`src/rtl/seg_scan_ctrl.sv`:
```
// Four-digit multiplexed seven-segment scanner with per-slot anti-ghost blanking and PWM dimming.
// Optional macro LEADING_ZERO_BLANK_EN blanks slot 3 when its held digit is zero.
module seg_scan_ctrl #(
  parameter int SCAN_DIV     = 100000,
  parameter int BLANK_CYCLES = 16
) (
  input  logic       CLK100MHZ,
  input  logic       RESET_BTN,
  input  logic [3:0] min1,
  input  logic [3:0] min2,
  input  logic [3:0] hrs1,
  input  logic [3:0] hrs2,
  input  logic [7:0] pwm_in,
  output logic [7:0] SevenSegment,
  output logic [7:0] SegmentDrivers,
  output logic       frame_done
);

  localparam int CNT_W = $clog2(SCAN_DIV);
  localparam logic [CNT_W-1:0] LAST_CNT  = CNT_W'(SCAN_DIV - 1);
  localparam logic [CNT_W-1:0] BLANK_END = CNT_W'(BLANK_CYCLES - 1);

  typedef enum logic {ST_BLANK, ST_DRIVE} state_t;

  state_t           r_state;
  logic [CNT_W-1:0] r_cnt;
  logic [1:0]       r_slot;
  logic [7:0]       r_pwm_cnt;
  logic [3:0]       r_digit;
  logic [7:0]       r_duty;

  logic [3:0] w_in_digit;
  logic       w_first;
  logic [3:0] w_digit;
  logic       w_pwm_on;
  logic [7:0] w_anode;
  logic       w_lzb;

  // Segment pattern {g,f,e,d,c,b,a}, active-high; non-BCD values light nothing
  function automatic logic [6:0] seg_decode(input logic [3:0] d);
    case (d)
      4'd0:    return 7'b0111111;
      4'd1:    return 7'b0000110;
      4'd2:    return 7'b1011011;
      4'd3:    return 7'b1001111;
      4'd4:    return 7'b1100110;
      4'd5:    return 7'b1101101;
      4'd6:    return 7'b1111101;
      4'd7:    return 7'b0000111;
      4'd8:    return 7'b1111111;
      4'd9:    return 7'b1101111;
      default: return 7'b0000000;
    endcase
  endfunction

  always_comb begin
    w_in_digit = min1;
    case (r_slot)
      2'd0: w_in_digit = min1;
      2'd1: w_in_digit = min2;
      2'd2: w_in_digit = hrs1;
      2'd3: w_in_digit = hrs2;
      default: w_in_digit = min1;
    endcase
  end

  // The sampling cycle decodes the fresh input so segments never lag the held digit
  assign w_first  = (r_state == ST_BLANK) && (r_cnt == '0);
  assign w_digit  = w_first ? w_in_digit : r_digit;
  assign w_pwm_on = (r_pwm_cnt < r_duty);
  assign w_anode  = {4'hF, ~(4'b0001 << r_slot)};

`ifdef LEADING_ZERO_BLANK_EN
  assign w_lzb = (r_slot == 2'd3) && (r_digit == 4'd0);
`else
  assign w_lzb = 1'b0;
`endif

  always_ff @(posedge CLK100MHZ or posedge RESET_BTN) begin
    if (RESET_BTN) begin
      r_state        <= ST_BLANK;
      r_cnt          <= '0;
      r_slot         <= 2'd0;
      r_pwm_cnt      <= 8'd0;
      r_digit        <= 4'hF;
      r_duty         <= 8'd0;
      SevenSegment   <= 8'h7F;
      SegmentDrivers <= 8'hFF;
      frame_done     <= 1'b0;
    end else begin
      r_pwm_cnt    <= r_pwm_cnt + 8'd1;
      SevenSegment <= {1'b0, ~seg_decode(w_digit)};
      frame_done   <= 1'b0;
      case (r_state)
        ST_BLANK: begin
          SegmentDrivers <= 8'hFF;
          if (w_first) begin
            r_digit <= w_in_digit;
            r_duty  <= pwm_in;
          end
          if (r_cnt == BLANK_END) r_state <= ST_DRIVE;
          r_cnt <= r_cnt + 1'b1;
        end
        ST_DRIVE: begin
          SegmentDrivers <= (w_pwm_on && !w_lzb) ? w_anode : 8'hFF;
          if (r_cnt == LAST_CNT) begin
            r_cnt      <= '0;
            r_slot     <= r_slot + 2'd1;
            r_state    <= ST_BLANK;
            frame_done <= (r_slot == 2'd3);
          end else begin
            r_cnt <= r_cnt + 1'b1;
          end
        end
        default: r_state <= ST_BLANK;
      endcase
    end
  end

endmodule

```
`config.mk`:
```
export PLATFORM = sky130hd
export DESIGN_NAME = seg_scan_ctrl
export DESIGN_NICKNAME = d
export VERILOG_FILES = /design/src/rtl/seg_scan_ctrl.sv
export SDC_FILE = /design/constraint.sdc
export NUM_CORES = 1
export LEC_CHECK = 0
export BUFFER_PORTS_ARGS = -buffer_cell sky130_fd_sc_hd__clkbuf_2
export CAP_MARGIN = 20
export CORE_AREA = 10 10 69 100
export DETAILED_ROUTE_END_ITERATION = 16
export DIE_AREA = 0 0 79 110
export GPL_TIMING_DRIVEN = 0
export PLACE_DENSITY = 0.86
export REMOVE_ABC_BUFFERS = 1
export SLEW_MARGIN = 20
export SYNTH_ARGS = -nofsm -noshare
export SYNTH_HDL_FRONTEND = slang
export SYNTH_SLANG_ARGS = --single-unit
```
`constraint.sdc`:
```
create_clock -name CLK100MHZ -period 5.4 [get_ports CLK100MHZ]
set_input_delay 1.08 -clock CLK100MHZ [delete_from_list [all_inputs] [get_ports CLK100MHZ]]
set_output_delay 1.08 -clock CLK100MHZ [all_outputs]
set_load 0.05 [all_outputs]
```
==> results.ini <==
[status]
status=complete, no violations

[synth]
synth_top_family_by_area=simple AND/OR/NAND/NOR gates
synth_top_area_share_pct=33.62
synthAdderAreaFrac_pct=9.087
ys_async_sr_fraction_pct=100.0
synthMuxAreaShare_pct=3.862
yosysWarnings=0
synth-xor-area-share_pct=7.633
syn_area_per_cell_um2=10.63
synth_common_cells=dfrtp_1, inv_1, ha_1
synth_compound_area_share_pct=8.632
ys_types=44
synth-main-ff-cell=dfrtp_1
synth_seq_area_share_pct=47.93
netlist_area_um2=2754
yosys.area_share.simple_pct=16.90
synth_top_cell_by_area=dfrtp_1
synth_edf_count=0
ys_top_cells_by_area=dfrtp_1, dfstp_2, ha_1
ys_ff_latch=52
synth_cells=259
synth.most_common_cell=dfrtp_1

[timing]
clock.fmax_mhz=331.9
rsz0062_at_grt=false
min_period_ns=3.013
finalSetupTns_ns=0
tightest_slew_ns=0.8411
finClkSkew_ns=0.009020
slew_headroom_pct=43.87
hold_ws_ns=0.4946
finalCritPeriodShare_pct=55.79
setup_violations=0
finalHoldViolCount=0
drv_slew=0

[global_route]
grt_max_degree=38
grt_usage_pct=13.76
grt_pass1_wl_um=9639
grt_pass1_vias=2189
antenna_found_initial=0
grt_overflow=0

[clock_tree]
worstSkewPairLatency_ns=0.32
clkSinkCount=52
cts_buffer_depth=2
cts_resized=0
hold_buffers=0
cts_buffers=5
cts_tree=yes
cts_root_buf=clkbuf_8
cts_setup_buffers=0
clkTransAtPathRegs_ns=0.10
htree_levels=2

[floorplan]
die_h_um=110
design.die.area_um2=8690
pin_count=43
start_util_pct=53.74
die_x_um=79
core_um2=5125
rows=32

[finish]
final_cell_area_um2=3099
syn_to_final_growth_pct=12.54
fin_nets=342
final_core_util_pct=60.47
drive_above_1_share_pct=25.25
antenna_cells=0

[worst_hold_path]
min_path_type=flip-flop to flip-flop

[setup_path]
cp_slowest_cell=nor2_2
worstSetupPathType=flip-flop to flip-flop
cp-end-kind=flip-flop
cp.arrival_ns=3.27
crit_family=simple AND/OR/NAND/NOR gates
cp-start-kind=flip-flop
r2r_slack_ns=2.39
path_max_fanout=22
critical-path-max-stage-delay_ns=0.67
crit_chain=inv_1 > ha_1 > nor4b_4 > nand3_1 > nor2_2 > mux2_2 > inv_1 > ha_1 > nor3b_1 > o32a_1
cp.required_ns=5.66
worstPathBufferInverterCount=2

[detailed_routing]
routed_wl_um=5622
wl_per_cell_um=15.40
drc_errors=0
antenna_left=0
via_count=1992
drt_pass1_iterations=4
via_per_inst=5.458
drt_iter0_drc=123

[power]
power.density_nw_per_um2=246.2
peakVddDrop_mv=0.1581
p_leak_nw=1.457
p_total_uw=763.0

[placement]
io_buffers=37
dpl-instance-area_um2=2984
gp_congestion=0.8740
dp_hpwl_um=4219

[flow_run]
max_cap_violations=0

[layout make-up]
type                            count  area [µm²]
Clock buffer                        5       68.82
Clock inverter                      3       46.29
Fill cell                         415        2026
Inverter                           22       82.58
Multi-Input combinational cell    177        1291
Sequential cell                    52        1320
Tap cell                           68       85.08
Timing Repair Buffer               38       205.2
[power by group]
group          switching, mW  internal, mW  total, mW
registers            0.00338         0.404      0.407
clock network          0.135         0.140      0.275
logic                 0.0562        0.0248     0.0811
[metal layers]
metal,routed length (µm),GRT usage (%),part of all wire [%],vias to the layer above
met5,0,0,0,-
met4,196,8.740,3.5,0
met3,337,3.971,6.0,14
met2,3003,25.26,53,61
met1,2084,13.10,37,959
li1,-,-,-,958
[sequential cells by signal (all words and copies together), names as in the netlist]
signal          count
r_slot              2
r_digit             4
r_state             1
SevenSegment        7
SegmentDrivers      4
r_pwm_cnt           8
frame_done          1
r_cnt              17
r_duty              8
[path summary, 6_finish.rpt]
check / from / to / cells past startpoint
max reg2reg: r_cnt[0] / SevenSegment[0] / 10
max: r_cnt[0] / SevenSegment[0] / 10
max in group asynchronous: RESET_BTN / SegmentDrivers[3] / 3
min reg2reg: r_pwm_cnt[0] / r_pwm_cnt[0] / 1
min: r_pwm_cnt[0] / r_pwm_cnt[0] / 1
min in group asynchronous: RESET_BTN / r_pwm_cnt[2] / 2
[stage by stage]
stage / std cells / worst slack [ns]
after floorplan: 251 / 2.681
final: 365 / 2.387
after global placement: 356 / 2.150
after detailed placement: 357 / 2.464
after CTS: 365 / 2.364
after global routing: 365 / 2.101
[placed cells by master (no fill, tap or decap), drive strengths merged, types with 5 or more instances in the layout]
cell    count
ha         20
nor3        6
mux2i       5
mux2        5
a21oi       6
nand4       6
nand3      19
o21ai      11
clkbuf     42
dfrtp      37
inv        23
xnor2      14
nor2       17
conb        5
nand2      14
xor2       10
and3        6
nor4        5
dfstp      15
[logic make-up after synthesis]
kind of cell / after synthesis
compound gates: 35
xor+xnor: 24
fa+ha+maj: 20
buf+inv: 33
flops: 52
mux: 10
other cells: 2
simple gates: 83
Power figures use the tool's default switching activity.
